$ cat src/rtl/combiner_n_pkg.sv
// rtl/combiner_n_pkg.sv - shared constants for the combiner_n join stage
// BURST selector strings, per-lane buffer depths and count width.
package combiner_n_pkg;

  localparam string BURST_NO     = "no";
  localparam int    DEPTH_BURST  = 2;
  localparam int    DEPTH_SINGLE = 1;
  localparam int    CNT_W        = 2;

endpackage

$ cat src/rtl/combiner_n_lane_buffer.sv
// rtl/combiner_n_lane_buffer.sv - per-lane FIFO of depth 1 or 2
// Ready is a registered decode of the next count, so it stays low through reset.
module combiner_n_lane_buffer
  import combiner_n_pkg::*;
#(
  parameter int WIDTH = 32,
  parameter int DEPTH = 2
) (
  input  logic             iCLK,
  input  logic             iRST,
  input  logic             push_valid,
  output logic             push_ready,
  input  logic [WIDTH-1:0] push_data,
  input  logic             pop,
  output logic             not_empty,
  output logic [WIDTH-1:0] head_data
);

  localparam logic [CNT_W-1:0] DEPTH_C = CNT_W'(DEPTH);
  localparam logic [CNT_W-1:0] ONE_C   = CNT_W'(1);

  logic [CNT_W-1:0] cnt_q, cnt_d;
  logic             ready_q, ready_d;
  logic [WIDTH-1:0] head_q, head_d;
  logic [WIDTH-1:0] tail_q, tail_d;
  logic             push;

  assign push       = push_valid && ready_q;
  assign push_ready = ready_q;
  assign not_empty  = (cnt_q != '0);
  assign head_data  = head_q;

  always_comb begin
    cnt_d  = cnt_q;
    head_d = head_q;
    tail_d = tail_q;
    case ({push, pop})
      2'b10: begin
        cnt_d = cnt_q + ONE_C;
        if (cnt_q == '0) head_d = push_data;
        else             tail_d = push_data;
      end
      2'b01: begin
        cnt_d  = cnt_q - ONE_C;
        head_d = tail_q;
      end
      2'b11: begin
        // new word always lands behind whatever remains after the pop
        if (cnt_q == ONE_C) begin
          head_d = push_data;
        end else begin
          head_d = tail_q;
          tail_d = push_data;
        end
      end
      default: ;
    endcase
    ready_d = (cnt_d < DEPTH_C);
  end

  always_ff @(posedge iCLK or negedge iRST) begin
    if (!iRST) begin
      cnt_q   <= '0;
      ready_q <= 1'b0;
      head_q  <= '0;
      tail_q  <= '0;
    end else begin
      cnt_q   <= cnt_d;
      ready_q <= ready_d;
      head_q  <= head_d;
      tail_q  <= tail_d;
    end
  end

endmodule

$ cat src/rtl/combiner_n.sv
// rtl/combiner_n.sv - SIZE-lane join into one registered concatenated beat
// Each lane is buffered independently; all heads pop together into the output register.
module combiner_n
  import combiner_n_pkg::*;
#(
  parameter int    SIZE  = 8,
  parameter int    WIDTH = 32,
  parameter string BURST = "yes"
) (
  input  logic                  iCLK,
  input  logic                  iRST,
  input  logic [SIZE-1:0]       iValid_AM,
  output logic [SIZE-1:0]       oReady_AM,
  input  logic [SIZE*WIDTH-1:0] iData_AM,
  output logic                  oValid_BM,
  input  logic                  iReady_BM,
  output logic [SIZE*WIDTH-1:0] oData_BM
);

  localparam int D = (BURST == BURST_NO) ? DEPTH_SINGLE : DEPTH_BURST;

  logic [SIZE-1:0]       lane_ne;
  logic [SIZE*WIDTH-1:0] heads;
  logic                  join_en;
  logic                  valid_q, valid_d;
  logic [SIZE*WIDTH-1:0] data_q, data_d;

  for (genvar i = 0; i < SIZE; i++) begin : g_lane
    combiner_n_lane_buffer #(
      .WIDTH (WIDTH),
      .DEPTH (D)
    ) u_buf (
      .iCLK       (iCLK),
      .iRST       (iRST),
      .push_valid (iValid_AM[i]),
      .push_ready (oReady_AM[i]),
      .push_data  (iData_AM[i*WIDTH +: WIDTH]),
      .pop        (join_en),
      .not_empty  (lane_ne[i]),
      .head_data  (heads[i*WIDTH +: WIDTH])
    );
  end

  assign join_en = (&lane_ne) && (!valid_q || iReady_BM);

  always_comb begin
    valid_d = valid_q;
    data_d  = data_q;
    if (join_en) begin
      valid_d = 1'b1;
      data_d  = heads;
    end else if (iReady_BM) begin
      valid_d = 1'b0;
    end
  end

  always_ff @(posedge iCLK or negedge iRST) begin
    if (!iRST) begin
      valid_q <= 1'b0;
      data_q  <= '0;
    end else begin
      valid_q <= valid_d;
      data_q  <= data_d;
    end
  end

  assign oValid_BM = valid_q;
  assign oData_BM  = data_q;

endmodule
$ cat config.mk
export PLATFORM = sky130hd
export DESIGN_NAME = combiner_n
export DESIGN_NICKNAME = d
export VERILOG_FILES = /design/src/rtl/combiner_n_pkg.sv /design/src/rtl/combiner_n_lane_buffer.sv /design/src/rtl/combiner_n.sv
export SDC_FILE = /design/constraint.sdc
export NUM_CORES = 1
export LEC_CHECK = 0
export ABC_CLOCK_PERIOD_IN_PS = 4000
export CORE_UTILIZATION = 49
export CTS_BUF_LIST = sky130_fd_sc_hd__clkbuf_8
export DETAILED_ROUTE_END_ITERATION = 8
export PLACE_DENSITY_LB_ADDON = 0.15
export SLEW_MARGIN = 20
export SYNTH_ARGS = -nofsm -noshare
export SYNTH_HDL_FRONTEND = slang
export SYNTH_SLANG_ARGS = --single-unit
export TNS_END_PERCENT = 30
$ cat constraint.sdc
create_clock -name iCLK -period 4 [get_ports iCLK]
set_input_delay 0.8 -clock iCLK [delete_from_list [all_inputs] [get_ports iCLK]]
set_output_delay 0.8 -clock iCLK [all_outputs]
set_load 0.02 [all_outputs]
## Word-level counts from Yosys, hierarchy flattened

Index checks and enable logic that the tools add are counted.

| storage, ports and cells | value |
|---|---|
| register bits | 793 |
| input port bits | 267 |
| output and inout port bits | 265 |
| logic and storage cells | 233 |

| operators by class | value |
|---|---|
| $add $sub $neg | 16 |
| magnitude comparators | 8 |
| equality and inequality tests | 56 |
| multiplexer cells | 58 |
| reduce and logical (&&, ||, !) cells | 61 |

Operators with widths:

| operator | number |
|---|---|
| 32-bit two-way mux | 32 |
| 32-bit one-hot mux with 3 select lines | 8 |
| 32-bit one-hot mux with 2 select lines | 8 |
| 2-bit nonzero test | 17 |
| 2-bit by 1-bit equality test with 1-bit output, second input constant | 16 |
| 2-bit equality test, second input constant | 16 |
| 2-bit inequality test, second input constant | 16 |
| 2-bit one-hot mux with 2 select lines | 8 |
| 3-bit AND reduction | 8 |
| 3-bit nonzero test | 8 |
| 2-bit by 1-bit adder with 2-bit output, second input constant | 8 |
| 2-bit zero test | 8 |
| 2-bit < comparator, second input constant | 8 |
| 2-bit by 1-bit inequality test with 1-bit output, second input constant | 8 |
| 2-bit AND reduction | 8 |
| 2-bit by 1-bit subtractor with 2-bit output, second input constant | 8 |
| 1-bit logical AND | 9 |
| 8-bit AND reduction | 1 |
| 1-bit two-way mux | 2 |
| 1-bit zero test | 1 |
| 1-bit logical OR | 1 |

## Longest topological paths before layout

Gate-level depths: netlist of run 1.

| logic depth | value |
|---|---|
| depth after elaboration | 6 |
| depth in mapped cells | 13 |
| gate-level depth less buffers | 10 |

## Hierarchy

Synthesis of run 1 repeated with hierarchy kept, for this count alone.

| unflattened totals | value |
|---|---|
| cells, all modules | 2202 |
| area, all modules | 33798.7 µm² |

Modules (own cells, without submodules):

| module | times used | cells an instance | area each (µm²) | sequential area each (µm²) |
|---|---|---|---|---|
| combiner_n_lane_buffer | 8 | 207 | 3017.9 | 1676.6 |
| combiner_n | 1 | 546 | 9655.5 | 6431.2 |

## Least setup slack after synthesis of run 1

No wires, ideal clock.

| timing path | value |
|---|---|
| path type | input to register |
| from | input iReady_BM |
| to | register g_lane[4].u_buf.tail_q[11] |
| library setup time | 0.125 ns |
| arrival time | 3.056 ns |
| required time | 3.875 ns |
| path slack | 0.819 ns |
| stages | 9 |
| buffers on the path | 4 |
| cells stage by stage | nand2b_1 nand3_1 clkbuf_1 buf_2 buf_2 ha_1 a221o_1 buf_1 mux2_2 |

| between the ends | value |
|---|---|
| longest elaborated chain between the ends | 5 |
| elaborated cells on any way between the ends | 9 |
| classes of those cells | eq/ne (4); mux (1); reduce/logical (4) |

RTL lines:

| what | RTL line | text |
|---|---|---|
| from (decl) | combiner_n.sv:16 | `input logic iReady_BM,` |
| 1-bit logical OR (*) | combiner_n.sv:44 | `assign join_en = (&lane_ne) && (!valid_q \|\| iReady_BM);` |
| 1-bit logical AND (*) | combiner_n.sv:44 |  |
| 2-bit equality test | combiner_n_lane_buffer.sv:37 | `case ({push, pop})` |
| 2-bit inequality test (no line) / 2-bit nonzero test (equally long branches) | -- |  |
| 3-bit AND reduction (no line) | -- |  |
| to (signal assigned) | combiner_n_lane_buffer.sv:71 | `tail_q <= tail_d;` |
| to (decl) | combiner_n_lane_buffer.sv:25 | `logic [WIDTH-1:0] tail_q, tail_d;` |

Mark *: on every way between the ends. The rest lies on a longest branch, timed or not.
A chain may end at the register's enable or synchronous reset.

## Worst setup path after layout of run 1

| timing path | value |
|---|---|
| from | register g_lane[7].u_buf.cnt_q[0] |
| to | register g_lane[7].u_buf.head_q[14] |

| between the ends | value |
|---|---|
| longest elaborated chain between the ends | 6 |
| elaborated cells on any way between the ends | 13 |
| classes of those cells | eq/ne (5); mux (2); reduce/logical (6) |

RTL lines:

| what | RTL line | text |
|---|---|---|
| from (decl) | combiner_n_lane_buffer.sv:22 | `logic [CNT_W-1:0] cnt_q, cnt_d;` |
| from (signal assigned) | combiner_n_lane_buffer.sv:68 | `cnt_q <= cnt_d;` |
| 2-bit nonzero test | combiner_n_lane_buffer.sv:30 | `assign not_empty = (cnt_q != '0);` |
| 8-bit AND reduction | combiner_n.sv:44 |  |
| 1-bit logical AND | combiner_n.sv:44 |  |
| 2-bit equality test / 2-bit by 1-bit equality test with 1-bit output (equally long branches) | combiner_n_lane_buffer.sv:37 |  |
| 2-bit by 1-bit inequality test with 1-bit output (no line) / 3-bit nonzero test (equally long branches) | -- |  |
| 2-bit AND reduction (no line) | -- |  |
| to (signal assigned) | combiner_n_lane_buffer.sv:65 | `head_q <= '0;` |
| to (signal assigned) | combiner_n_lane_buffer.sv:70 | `head_q <= head_d;` |
| to (decl) | combiner_n_lane_buffer.sv:24 | `logic [WIDTH-1:0] head_q, head_d;` |

Parallel ways exist; a longest one is shown, timed or not.

==> metrics.txt, run 1 <==
# TYPE chip_impl_metric gauge
chip_impl_metric{name="cts_post_setup_buffers_inserted",unit=""} 0
chip_impl_info{name="start_kind",value="flip-flop"} 1
chip_impl_metric{name="slew_limit_fails",unit=""} 0
chip_impl_metric{name="vdd.ir_drop.worst",unit="mV"} 0.377
chip_impl_metric{name="clk_pin_slew_worst_paths",unit="ps"} 60
chip_impl_metric{name="p_per_area",unit="nW/µm²"} 732
chip_impl_metric{name="layout-area-overhead-vs-synth",unit="%"} 24.5
chip_impl_info{name="clock-root-buffer",value="sky130_fd_sc_hd__clkbuf_8"} 1
chip_impl_metric{name="num_rows",unit=""} 100
chip_impl_metric{name="grt_util_met1",unit="%"} 33.2
chip_impl_metric{name="drt_iter0_markers",unit=""} 1782
chip_impl_metric{name="finalWorstSetupSlack",unit="ps"} 643
chip_impl_info{name="ys_top_cells_by_area",value="sky130_fd_sc_hd__dfrtp_1 53%, sky130_fd_sc_hd__mux2_2 15%, sky130_fd_sc_hd__nand2_1 10%, sky130_fd_sc_hd__a221oi_1 5.8%, sky130_fd_sc_hd__o31ai_1 5.1%"} 1
chip_impl_metric{name="floorplan.die.height",unit="µm"} 277
chip_impl_metric{name="synth.distinct_cells",unit=""} 27
chip_impl_metric{name="vias_per_cell",unit=""} 5.55
chip_impl_metric{name="yosysTopAreaCellShare",unit="%"} 53.4
chip_impl_metric{name="grt_first_pass_wirelength",unit="mm"} 159
chip_impl_metric{name="mappedNetlistNets",unit=""} 3883
chip_impl_info{name="timing.critical_path.from",value="g_lane[7].u_buf.cnt_q[0]"} 1
chip_impl_metric{name="worst_pin_slew",unit="ps"} 926
chip_impl_metric{name="buffer_ports.inserted",unit=""} 531
chip_impl_metric{name="globalRouteMet2Util",unit="%"} 40.7
chip_impl_metric{name="critical_path_required",unit="ps"} 4670
chip_impl_metric{name="drt-wirelength-per-cell",unit="µm"} 19.1
chip_impl_metric{name="synth_area",unit="µm²"} 37200
chip_impl_metric{name="grt.total_usage",unit="%"} 25.7
chip_impl_metric{name="synth.yosys.seq_area_share",unit="%"} 53.4
chip_impl_metric{name="finalSetupTns",unit="ps"} 0
chip_impl_metric{name="postSynth.asyncResetShare",unit="%"} 100
chip_impl_info{name="netlist.top_cell.by_area",value="sky130_fd_sc_hd__dfrtp_1"} 1
chip_impl_metric{name="finalWirelength",unit="mm"} 98.1
chip_impl_metric{name="drc",unit=""} 0
chip_impl_metric{name="final-hold-violation-count",unit=""} 0
chip_impl_metric{name="grt_max_degree",unit=""} 123
chip_impl_info{name="run_status",value="completed"} 1
chip_impl_info{name="holdCritStartpoint",value="g_lane[6].u_buf.head_data[11]"} 1
chip_impl_info{name="worst_setup_path_end_kind",value="flip-flop"} 1
chip_impl_metric{name="timing.final.crit_share",unit="%"} 83.9
chip_impl_info{name="ys.flop_type",value="sky130_fd_sc_hd__dfrtp_1"} 1
chip_impl_metric{name="first_pass_iters",unit=""} 6
chip_impl_metric{name="area_of_the_multi_input_gates",unit="µm²"} 15800
chip_impl_metric{name="grt_use_met3",unit="%"} 7.10
chip_impl_metric{name="postSynthCellCount",unit=""} 3568
chip_impl_metric{name="finalSetupViolations",unit=""} 0
chip_impl_info{name="yosys.cell_count.top_type",value="sky130_fd_sc_hd__nand2_1"} 1
chip_impl_metric{name="dp.final_hpwl",unit="mm"} 63.0
chip_impl_metric{name="clock_insertion_delay_worst_skew",unit="ps"} 780
chip_impl_metric{name="gpl.final_weighted_congestion",unit=""} 0.788
chip_impl_metric{name="number_of_global_route_vias_before_repair",unit=""} 28300
chip_impl_metric{name="synth_warnings",unit=""} 0
chip_impl_metric{name="htreeDepth",unit=""} 4
chip_impl_metric{name="layout.core_utilization",unit="%"} 62.0
chip_impl_metric{name="ctsLongestPathBuffers",unit=""} 3
chip_impl_metric{name="layout_min_cycle_time",unit="ps"} 3360
chip_impl_metric{name="finalPower",unit="W"} 0.0339
chip_impl_metric{name="cellLeakagePower",unit="nW"} 21.4
chip_impl_metric{name="fmax",unit="MHz"} 298
chip_impl_metric{name="routed_vias",unit=""} 28400
chip_impl_metric{name="cp_max_fo",unit=""} 33
chip_impl_metric{name="die-width",unit="µm"} 277
chip_impl_metric{name="cts_buf_count",unit=""} 140
chip_impl_metric{name="preCtsSetupSlack",unit="ps"} 265
chip_impl_metric{name="maximum_clock_skew_at_final_layout",unit="ps"} 38.3
chip_impl_metric{name="grt_overflow",unit=""} 0
chip_impl_metric{name="drt.antenna.violating_nets",unit=""} 0
chip_impl_info{name="synth_commonest_cells",value="1036 x sky130_fd_sc_hd__nand2_1, 793 x sky130_fd_sc_hd__dfrtp_1, 503 x sky130_fd_sc_hd__mux2_2, 262 x sky130_fd_sc_hd__nor2_1, 254 x sky130_fd_sc_hd__o31ai_1"} 1
chip_impl_metric{name="num_io_pins",unit=""} 532
chip_impl_metric{name="antenna_found_initial",unit=""} 24
chip_impl_metric{name="instances_no_fill",unit=""} 5123
chip_impl_info{name="reg_to_reg_start",value="g_lane[7].u_buf.cnt_q[0]"} 1
chip_impl_metric{name="design.die.area",unit="µm²"} 77000
chip_impl_metric{name="slew_headroom",unit="%"} 38.2
chip_impl_metric{name="drv.max_cap_violation_count",unit=""} 0
chip_impl_info{name="tritoncts",value="built"} 1
chip_impl_info{name="worst_hold_path_type",value="flip-flop to flip-flop"} 1
chip_impl_info{name="grt-busiest-layer",value="met2"} 1
chip_impl_info{name="unrepaired_setup_endpoints_after_global_routing",value="false"} 1
chip_impl_metric{name="dp.cells",unit=""} 4871
chip_impl_metric{name="ff_latch_area",unit="µm²"} 19800
chip_impl_metric{name="layout-drive-gt1-share",unit="%"} 19.7
chip_impl_metric{name="yosys_register_bits",unit=""} 793
chip_impl_metric{name="clock_sink_count",unit=""} 793
chip_impl_metric{name="synth_edf_count",unit=""} 0
chip_impl_metric{name="initial_utilization",unit="%"} 49.8
chip_impl_info{name="critical_path_class",value="flip-flop to flip-flop"} 1
chip_impl_metric{name="layout.filler_cells",unit=""} 6208
chip_impl_metric{name="syn-mean-instance-area",unit="µm²"} 10.4
chip_impl_metric{name="placeableCoreArea",unit="µm²"} 74700
chip_impl_metric{name="worstPathArrival",unit="ps"} 4030
chip_impl_metric{name="nets",unit=""} 4360
## cell families (layout without fill, tap and decap cells)
family                     count (synthesis)  count (layout)  share of synthesized area (%)
and+or+nand+nor                         1324            1324                           13.5
DFF                                      793             793                           53.4
AOI/OAI and AO/OA                        549             549                           11.8
muxes                                    515             515                           15.6
buffers and inverters                    339             913                           4.08
adders and majority gates                 48              48                           1.62
other                                      0              12                              0
## path summary, 6_finish.rpt
path | slack (ps) | end | depth (start not counted)
hold reg to reg | 450 | oData_BM[203] | 2
setup reg to reg | 640 | g_lane[7].u_buf.head_data[14] | 12
hold / removal | 450 | oData_BM[203] | 2
max in group asynchronous | 2260 | g_lane[6].u_buf.head_data[27] | 4
setup / recovery | 640 | g_lane[7].u_buf.head_data[14] | 12
min in group asynchronous | 600 | oData_BM[110] | 2
## flip-flops by register name, indices dropped and copies added (netlist names), named ones only
| name | count |
|---|---|
| g_lane.u_buf.push_ready | 8 |
| g_lane.u_buf.tail_q | 256 |
| g_lane.u_buf.head_data | 256 |
| oData_BM | 256 |
| g_lane.u_buf.cnt_q | 8 |
| oValid_BM | 1 |
## per-stage QoR
step	hold slack, ps	area, µm²
2_1_floorplan	439	37200
3_3_place_gp	446	43500
3_5_place_dp	447	43500
4_1_cts	451	46300
5_1_grt	477	46300
6_report	449	46300
## cell usage in the layout, fill, tap and decap left out, types with 3 or more instances in the layout
cell type                            n
sky130_fd_sc_hd__clkinv_2            9
sky130_fd_sc_hd__o211ai_1            4
sky130_fd_sc_hd__a21o_1              3
sky130_fd_sc_hd__clkinvlp_4          6
sky130_fd_sc_hd__buf_4              68
sky130_fd_sc_hd__mux2_2            503
sky130_fd_sc_hd__a221o_1             7
sky130_fd_sc_hd__ha_2                3
sky130_fd_sc_hd__inv_1              85
sky130_fd_sc_hd__nand3_1             7
sky130_fd_sc_hd__and3_1              7
sky130_fd_sc_hd__a221oi_1          247
sky130_fd_sc_hd__buf_12             32
sky130_fd_sc_hd__nand2_1          1036
sky130_fd_sc_hd__ha_1               45
sky130_fd_sc_hd__clkbuf_8          174
sky130_fd_sc_hd__a21o_2              6
sky130_fd_sc_hd__dfrtp_1           793
sky130_fd_sc_hd__clkdlybuf4s50_1   530
sky130_fd_sc_hd__diode_2            12
sky130_fd_sc_hd__o31ai_1           254
sky130_fd_sc_hd__inv_8               3
sky130_fd_sc_hd__mux2i_1            12
sky130_fd_sc_hd__nor2b_1             7
sky130_fd_sc_hd__o21ai_0            15
sky130_fd_sc_hd__a21oi_1             8
sky130_fd_sc_hd__nor2_1            262
## where the power goes
group | leakage [nW] | switching, W | internal (W)
Sequential | 9.92 | 0.00214 | 0.0117
Combinational | 9.90 | 0.00631 | 0.00650
Clock | 1.56 | 0.00335 | 0.00391
Total | 21.4 | 0.0118 | 0.0221
## worst max-delay path, cell delays in order, from the launching register on
cell	delay [ps]
sky130_fd_sc_hd__dfrtp_1	340
sky130_fd_sc_hd__inv_1	70
sky130_fd_sc_hd__ha_1	310
sky130_fd_sc_hd__nor4_2	500
sky130_fd_sc_hd__nand3_4	290
sky130_fd_sc_hd__inv_8	290
sky130_fd_sc_hd__buf_4	230
sky130_fd_sc_hd__ha_1	190
sky130_fd_sc_hd__buf_4	380
sky130_fd_sc_hd__nor2b_1	180
sky130_fd_sc_hd__o21ai_0	80
sky130_fd_sc_hd__and3_1	200
sky130_fd_sc_hd__o31ai_1	180
## what timing repair did
action,in CTS,in global routing
hold buffers,1,0
hold endpoints to repair,22,0
gates resized for setup,0,0
## metal layers
layer | wire length (µm) | share of wire [%]
met5 | 175 | 0.18
met4 | 3090 | 3.2
met3 | 6560 | 6.7
met2 | 46700 | 48
met1 | 41500 | 42
## final cells by class
| class | count | area share (%) |
|---|---|---|
| Clock buffer | 174 | 5.17 |
| Tap cell | 969 | 2.62 |
| Sequential cell | 793 | 42.9 |
| Multi-Input combinational cell | 2436 | 34.2 |
| Inverter | 42 | 0.357 |
| Timing Repair Buffer | 632 | 14.0 |
| Clock inverter | 65 | 0.708 |
| Antenna cell | 12 | 0.0649 |
Note: power is estimated with default switching activity, not from simulation.
==> inputs of run 2 (changes only) <==
ABC_CLOCK_PERIOD_IN_PS = 3300   (was 4000)
clock period = 3.3 ns   (was 4 ns; I/O delays follow)
==> run 2 against run 1 <==
Against the previous run: non-clock buffer count increased by 35; combinational power is 23% higher; worst setup slack worse by 230 ps; clock power increased by 20%; flip-flop and latch count did not move; via count is 0.55% higher; clock skew rose by 9.9 ps; sequential power rose by 22%; cell count grew 0.78%; critical path type unchanged; highest routed layer unchanged.
==> metrics.txt, run 2 (same netlist as run 1, synthesis figures left out) <==
# TYPE chip_impl_metric gauge
chip_impl_info{name="run_status",value="completed"} 1
chip_impl_metric{name="cts_post_setup_buffers_inserted",unit=""} 0
chip_impl_metric{name="clock_sink_count",unit=""} 793
chip_impl_metric{name="initial_utilization",unit="%"} 49.8
chip_impl_info{name="worst_r2r_endpoint",value="g_lane[4].u_buf.tail_q[4]"} 1
chip_impl_metric{name="finalSetupViolations",unit=""} 0
chip_impl_metric{name="fmax",unit="MHz"} 346
chip_impl_metric{name="timing.final.crit_share",unit="%"} 87.5
chip_impl_info{name="reg_to_reg_start",value="g_lane[7].u_buf.cnt_q[0]"} 1
chip_impl_metric{name="finalWirelength",unit="mm"} 99.4
chip_impl_info{name="unrepaired_setup_endpoints_after_global_routing",value="false"} 1
chip_impl_metric{name="post_cts_hold_buffer_count",unit=""} 1
chip_impl_metric{name="buffer_ports.inserted",unit=""} 531
chip_impl_metric{name="timing.reg2reg.setup_slack",unit="ps"} 410
chip_impl_metric{name="clk_pin_slew_worst_paths",unit="ps"} 60
chip_impl_info{name="tritoncts",value="built"} 1
chip_impl_metric{name="cellLeakagePower",unit="nW"} 21.6
chip_impl_metric{name="drt_iter0_markers",unit=""} 1916
chip_impl_info{name="most-common-layout-cells",value="1036 x sky130_fd_sc_hd__nand2_1, 793 x sky130_fd_sc_hd__dfrtp_1, 530 x sky130_fd_sc_hd__clkdlybuf4s50_1, 503 x sky130_fd_sc_hd__mux2_2, 262 x sky130_fd_sc_hd__nor2_1"} 1
chip_impl_metric{name="critical_path_required",unit="ps"} 3920
chip_impl_metric{name="nets",unit=""} 4395
chip_impl_metric{name="num_rows",unit=""} 100
chip_impl_metric{name="placeableCoreArea",unit="µm²"} 74700
chip_impl_info{name="critical_path_class",value="flip-flop to flip-flop"} 1
chip_impl_metric{name="maximum_clock_skew_at_final_layout",unit="ps"} 48.2
chip_impl_metric{name="first_pass_iters",unit=""} 5
chip_impl_metric{name="layout_min_cycle_time",unit="ps"} 2890
chip_impl_metric{name="grt_first_pass_wirelength",unit="mm"} 159
chip_impl_metric{name="cts_buf_count",unit=""} 140
chip_impl_metric{name="antenna_found_initial",unit=""} 27
chip_impl_metric{name="gpl.final_weighted_congestion",unit=""} 0.789
chip_impl_metric{name="final-hold-violation-count",unit=""} 0
chip_impl_info{name="cp-endpoint",value="g_lane[4].u_buf.tail_q[4]"} 1
chip_impl_metric{name="worst_pin_slew",unit="ps"} 691
chip_impl_metric{name="drt.antenna.violating_nets",unit=""} 0
chip_impl_metric{name="cp_max_fo",unit=""} 32
chip_impl_metric{name="dp.final_hpwl",unit="mm"} 65.0
chip_impl_metric{name="grt_max_degree",unit=""} 110
chip_impl_metric{name="count_of_instances_resized_after_the_clock_tree_is_built",unit=""} 0
chip_impl_metric{name="floorplan.die.height",unit="µm"} 277
chip_impl_info{name="layout_commonest_cell",value="sky130_fd_sc_hd__nand2_1"} 1
chip_impl_metric{name="layout-drive-gt1-share",unit="%"} 20.1
chip_impl_metric{name="routed_vias",unit=""} 28600
chip_impl_metric{name="grt.total_usage",unit="%"} 25.8
chip_impl_metric{name="slew_headroom",unit="%"} 53.9
chip_impl_metric{name="vdd.ir_drop.worst",unit="mV"} 0.459
chip_impl_info{name="worst_setup_path_end_kind",value="flip-flop"} 1
chip_impl_metric{name="slew_limit_fails",unit=""} 0
chip_impl_metric{name="drc",unit=""} 0
chip_impl_metric{name="worstPathArrival",unit="ps"} 3510
chip_impl_info{name="timing.critical_path.from",value="g_lane[7].u_buf.cnt_q[0]"} 1
chip_impl_metric{name="layout-area-overhead-vs-synth",unit="%"} 25.8
chip_impl_metric{name="r2r_cells",unit=""} 10
chip_impl_metric{name="design.die.area",unit="µm²"} 77000
chip_impl_info{name="start_kind",value="flip-flop"} 1
chip_impl_metric{name="ctsLongestPathBuffers",unit=""} 3
chip_impl_metric{name="worst_hold_margin",unit="ps"} 443
chip_impl_metric{name="finalSetupTns",unit="ps"} 0
chip_impl_metric{name="p_per_area",unit="nW/µm²"} 883
chip_impl_metric{name="grt_overflow",unit=""} 0
chip_impl_metric{name="drt-wirelength-per-cell",unit="µm"} 19.3
chip_impl_metric{name="layout.filler_cells",unit=""} 6171
chip_impl_metric{name="htreeDepth",unit=""} 4
chip_impl_info{name="clock-root-buffer",value="sky130_fd_sc_hd__clkbuf_8"} 1
chip_impl_metric{name="drv.max_cap_violation_count",unit=""} 0
chip_impl_metric{name="number_of_global_route_vias_before_repair",unit=""} 28200
chip_impl_info{name="worst_hold_path_type",value="flip-flop to flip-flop"} 1
chip_impl_metric{name="num_io_pins",unit=""} 532
chip_impl_metric{name="die-width",unit="µm"} 277
chip_impl_metric{name="clock_insertion_delay_worst_skew",unit="ps"} 780
chip_impl_metric{name="vias_per_cell",unit=""} 5.53
-- run 2: cell types whose count changed in the layout (fill, tap and decap cells not counted) --
| cell | change |
|---|---|
| sky130_fd_sc_hd__buf_4 | +16 |
| sky130_fd_sc_hd__clkinv_2 | -5 |
| sky130_fd_sc_hd__inv_6 | -1 |
| sky130_fd_sc_hd__inv_8 | +1 |
| sky130_fd_sc_hd__clkinv_8 | -1 |
| sky130_fd_sc_hd__buf_12 | +19 |
| sky130_fd_sc_hd__clkbuf_8 | -5 |
| sky130_fd_sc_hd__diode_2 | +1 |
| sky130_fd_sc_hd__inv_1 | +13 |
| sky130_fd_sc_hd__clkinvlp_4 | +2 |
-- run 2: metrics by stage --
step	util [%]	std cells	power, W	setup WS (ps)	cell area (µm²)
after detailed placement	59.0	4906	0.0328	247	44000
final	62.6	5163	0.0413	411	46800
after global routing	62.6	5161	0.0440	202	46800
after floorplan	-	3568	0.0268	177	37200
after global placement	59.0	4906	0.0322	287	44000
after CTS	62.6	5150	0.0417	353	46700
-- run 2: worst min path at each step --
| stage | from | cells past startpoint | endpoint |
|---|---|---|---|
| finish | g_lane[4].u_buf.head_data[28] | 2 | oData_BM[156] |
| detailed placement | g_lane[5].u_buf.head_data[2] | 2 | oData_BM[162] |
| floorplan | iRST | 0 | asynchronous set/reset pin |
| global route | iRST | 2 | oData_BM[112] |
| global placement | g_lane[7].u_buf.head_data[20] | 2 | oData_BM[244] |
| CTS | iRST | 2 | oData_BM[110] |
-- run 2: critical path: stages (launching register included) --
cell and delay [ps]:
sky130_fd_sc_hd__dfrtp_1 350, sky130_fd_sc_hd__inv_1 70, sky130_fd_sc_hd__ha_1 320, sky130_fd_sc_hd__nor4_2 290, sky130_fd_sc_hd__buf_4 180, sky130_fd_sc_hd__nand3_4 120, sky130_fd_sc_hd__inv_8 280, sky130_fd_sc_hd__ha_1 290
sky130_fd_sc_hd__a221o_1 220, sky130_fd_sc_hd__buf_12 220, sky130_fd_sc_hd__mux2_2 360
-- run 2: cell type report --
type                       count  area [µm²]  area share (%)
sequential                   793       19800            42.4
multi-input combinational   2436       15800            33.9
antenna                       13        32.5          0.0696
tap                          969        1210            2.59
clock buffer                 169        2330            4.97
timing repair buffer         667        6980            14.9
inverter                      42         165           0.353
clock inverter                74         353           0.755
-- run 2: where the power goes --
group	internal, W	total (W)	switching, W
sequential	0.0141	0.0168	0.00265
combinational	0.00807	0.0158	0.00770
clock	0.00463	0.00872	0.00409
total	0.0268	0.0413	0.0144
-- run 2: routing by layer --
metal	up-vias	track usage [%]	wire length [µm]
met5	-	0	189
met1	14200	34.4	43300
met4	28	9.25	2590
li1	13500	-	-
met2	674	41.0	47500
met3	172	6.48	5860
==> inputs of run 3 (changes only) <==
ABC_CLOCK_PERIOD_IN_PS = 3010   (was 3300)
CELL_PAD_IN_SITES_DETAIL_PLACEMENT = 0   (was unset)
CELL_PAD_IN_SITES_GLOBAL_PLACEMENT = 2   (was unset)
CORE_UTILIZATION = 36   (was 49)
clock period = 3.01 ns   (was 3.3 ns; I/O delays follow)
==> run 3 against run 2 <==
Against the previous run: die area up 36%; wire length up 11%; register-to-register slack worse by 240 ps; sequential power up 9%; clock-buffer cell count up 19; cell count up 8.5%; critical path type unchanged; via count down 1.4%; core utilization down 16 points; maximum frequency up 1.9%.
==> metrics.txt, run 3 (same netlist as run 1, synthesis figures left out) <==
# TYPE chip_impl_metric gauge
chip_impl_metric{name="vdd.ir_drop.worst",unit="mV"} 0.428
chip_impl_metric{name="finalWorstSetupSlack",unit="ps"} 174
chip_impl_metric{name="fmax",unit="MHz"} 353
chip_impl_metric{name="maximum_clock_skew_at_final_layout",unit="ps"} 32.7
chip_impl_metric{name="cp_max_fo",unit=""} 14
chip_impl_metric{name="die-width",unit="µm"} 323
chip_impl_info{name="start_kind",value="flip-flop"} 1
chip_impl_metric{name="worstPathArrival",unit="ps"} 3510
chip_impl_metric{name="r2r_cells",unit=""} 9
chip_impl_metric{name="gpl.final_weighted_congestion",unit=""} 0.749
chip_impl_metric{name="drt.antenna.violating_nets",unit=""} 0
chip_impl_metric{name="grt.total_usage",unit="%"} 21.3
chip_impl_info{name="largest_delay_share_family_worst_path",value="simple AND/OR/NAND/NOR gates"} 1
chip_impl_metric{name="slew_headroom",unit="%"} 51.4
chip_impl_metric{name="final-hold-violation-count",unit=""} 0
chip_impl_info{name="reg_to_reg_start",value="g_lane[0].u_buf.cnt_q[0]"} 1
chip_impl_info{name="worst_setup_path_end_kind",value="flip-flop"} 1
chip_impl_metric{name="cts_post_setup_buffers_inserted",unit=""} 0
chip_impl_info{name="critical_path_class",value="flip-flop to flip-flop"} 1
chip_impl_info{name="cells_along_the_critical_path",value="inv_1 -> ha_1 -> nor4_4 -> nand3_4 -> buf_12 -> ha_1 -> a221o_2 -> buf_4 -> mux2_2"} 1
chip_impl_metric{name="clock_sink_count",unit=""} 793
chip_impl_metric{name="nets",unit=""} 4426
chip_impl_metric{name="design.die.area",unit="µm²"} 105000
chip_impl_info{name="critPathMostFrequentCell",value="sky130_fd_sc_hd__ha_1"} 1
chip_impl_metric{name="grt_overflow",unit=""} 0
chip_impl_metric{name="slowest_delay",unit="ps"} 380
chip_impl_metric{name="preCtsSetupSlack",unit="ps"} -59.8
chip_impl_metric{name="worst_pin_slew",unit="ps"} 729
chip_impl_info{name="layout_commonest_cell",value="sky130_fd_sc_hd__nand2_1"} 1
chip_impl_metric{name="placedInstanceArea",unit="µm²"} 44800
chip_impl_metric{name="num_rows",unit=""} 117
chip_impl_metric{name="timing.reg2reg.setup_slack",unit="ps"} 170
chip_impl_metric{name="floorplan.die.height",unit="µm"} 323
chip_impl_metric{name="routedLengthMet1",unit="mm"} 48.8
chip_impl_metric{name="htreeDepth",unit=""} 4
chip_impl_info{name="most-common-layout-cells",value="1036 x sky130_fd_sc_hd__nand2_1, 793 x sky130_fd_sc_hd__dfrtp_1, 530 x sky130_fd_sc_hd__clkdlybuf4s50_1, 503 x sky130_fd_sc_hd__mux2_2, 262 x sky130_fd_sc_hd__nor2_1"} 1
chip_impl_info{name="worst_r2r_endpoint",value="g_lane[1].u_buf.tail_q[30]"} 1
chip_impl_metric{name="met2_wirelength",unit="mm"} 51.4
chip_impl_metric{name="number_of_global_route_vias_before_repair",unit=""} 28400
chip_impl_metric{name="finalPower",unit="W"} 0.0462
chip_impl_metric{name="finalSetupViolations",unit=""} 0
chip_impl_metric{name="layout-drive-gt1-share",unit="%"} 20.9
chip_impl_metric{name="drv.max_cap_violation_count",unit=""} 0
chip_impl_metric{name="clk_pin_slew_worst_paths",unit="ps"} 60
chip_impl_metric{name="buffer_ports.inserted",unit=""} 531
chip_impl_metric{name="placeableCoreArea",unit="µm²"} 102000
chip_impl_metric{name="first_pass_iters",unit=""} 5
chip_impl_metric{name="design_area",unit="µm²"} 47800
chip_impl_metric{name="dr_wl_met3",unit="mm"} 7.56
chip_impl_info{name="worst_hold_path_type",value="primary input to asynchronous set/reset pin"} 1
chip_impl_metric{name="drt_iter0_markers",unit=""} 1491
chip_impl_info{name="critical_path.slowest_cell",value="sky130_fd_sc_hd__nor4_4"} 1
chip_impl_info{name="clock-root-buffer",value="sky130_fd_sc_hd__clkbuf_8"} 1
chip_impl_metric{name="drt-wirelength-per-cell",unit="µm"} 19.7
chip_impl_metric{name="vias_per_cell",unit=""} 5.03
chip_impl_metric{name="clock_insertion_delay_worst_skew",unit="ps"} 820
chip_impl_info{name="top_layer",value="met5"} 1
chip_impl_metric{name="dp.final_hpwl",unit="mm"} 72.1
chip_impl_metric{name="finalWirelength",unit="mm"} 111
chip_impl_metric{name="ctsLongestPathBuffers",unit=""} 3
chip_impl_metric{name="critical_path_required",unit="ps"} 3680
chip_impl_metric{name="cts_buf_count",unit=""} 150
chip_impl_metric{name="instances_no_fill",unit=""} 5600
chip_impl_metric{name="initial_utilization",unit="%"} 36.4
chip_impl_info{name="tritoncts",value="built"} 1
chip_impl_metric{name="layout-area-overhead-vs-synth",unit="%"} 28.5
chip_impl_metric{name="drc",unit=""} 0
chip_impl_metric{name="grt_first_pass_wirelength",unit="mm"} 173
chip_impl_metric{name="timing.final.crit_share",unit="%"} 94.2
chip_impl_metric{name="p_per_area",unit="nW/µm²"} 968
chip_impl_metric{name="slew_limit_fails",unit=""} 0
chip_impl_metric{name="antenna_found_initial",unit=""} 36
chip_impl_metric{name="dp.cells",unit=""} 5326
chip_impl_metric{name="layout_min_cycle_time",unit="ps"} 2840
chip_impl_metric{name="worst_hold_margin",unit="ps"} 379
chip_impl_metric{name="cellLeakagePower",unit="nW"} 21.9
chip_impl_info{name="run_status",value="completed"} 1
chip_impl_metric{name="critPathBufInv",unit=""} 3
chip_impl_metric{name="num_io_pins",unit=""} 532
chip_impl_metric{name="routed_vias",unit=""} 28200
chip_impl_metric{name="grt_max_degree",unit=""} 138
==> run 3: changes by cell type in the layout (fill, tap and decap cells not counted), sizes merged <==
cell,change
buf,+21
clkbuf,+19
inv,+7
diode,-5
clkinv,-2
clkinvlp,-2
==> run 3: power by group <==
| group | internal (W) | switching (W) | total, W |
|---|---|---|---|
| Sequential | 0.0155 | 0.00283 | 0.0183 |
| Clock | 0.00558 | 0.00469 | 0.0103 |
| Combinational | 0.00898 | 0.00865 | 0.0176 |
| Total | 0.0301 | 0.0162 | 0.0462 |
==> run 3: worst max-delay path by stage <==
stage                                  start                            end  cells after the start
floorplan           g_lane[1].u_buf.cnt_q[0]     g_lane[5].u_buf.tail_q[21]                     12
finish              g_lane[0].u_buf.cnt_q[0]     g_lane[1].u_buf.tail_q[30]                      9
detailed placement                 iReady_BM  g_lane[0].u_buf.head_data[18]                     10
global route        g_lane[7].u_buf.cnt_q[0]     g_lane[1].u_buf.tail_q[30]                     10
CTS                 g_lane[7].u_buf.cnt_q[0]  g_lane[0].u_buf.head_data[17]                     11
global placement                   iReady_BM  g_lane[0].u_buf.head_data[11]                     10
==> run 3: metrics by stage <==
stage                     utilization [%]  TNS, ps
after detailed placement             43.9     -876
after global routing                 46.8    -1.61
final                                46.8        0
after global placement               43.9    -1490
after CTS                            46.7        0
after floorplan                         -    -2200
==> run 3: final cells by class <==
class | instances | area, µm²
flip-flops and latches | 793 | 19800
clock buffers | 188 | 2590
diodes | 8 | 20.0
well taps | 1368 | 1710
inverters | 42 | 184
repair buffers | 688 | 7210
clock inverters | 77 | 334
multi-input cells | 2436 | 15900
fillers | 9776 | 54300
==> run 3: repair_timing <==
item	CTS	global route
hold buffers	1	0
endpoints found under the hold margin	27	0
setup endpoints to repair	0	347
resized for setup	0	10
==> run 3: metal layers <==
metal / vias to the layer above / global-route usage [%]
met1: 13700 / 27.8
met2: 576 / 33.2
met5: - / 0
met4: 54 / 6.94
li1: 13600 / -
met3: 205 / 6.79
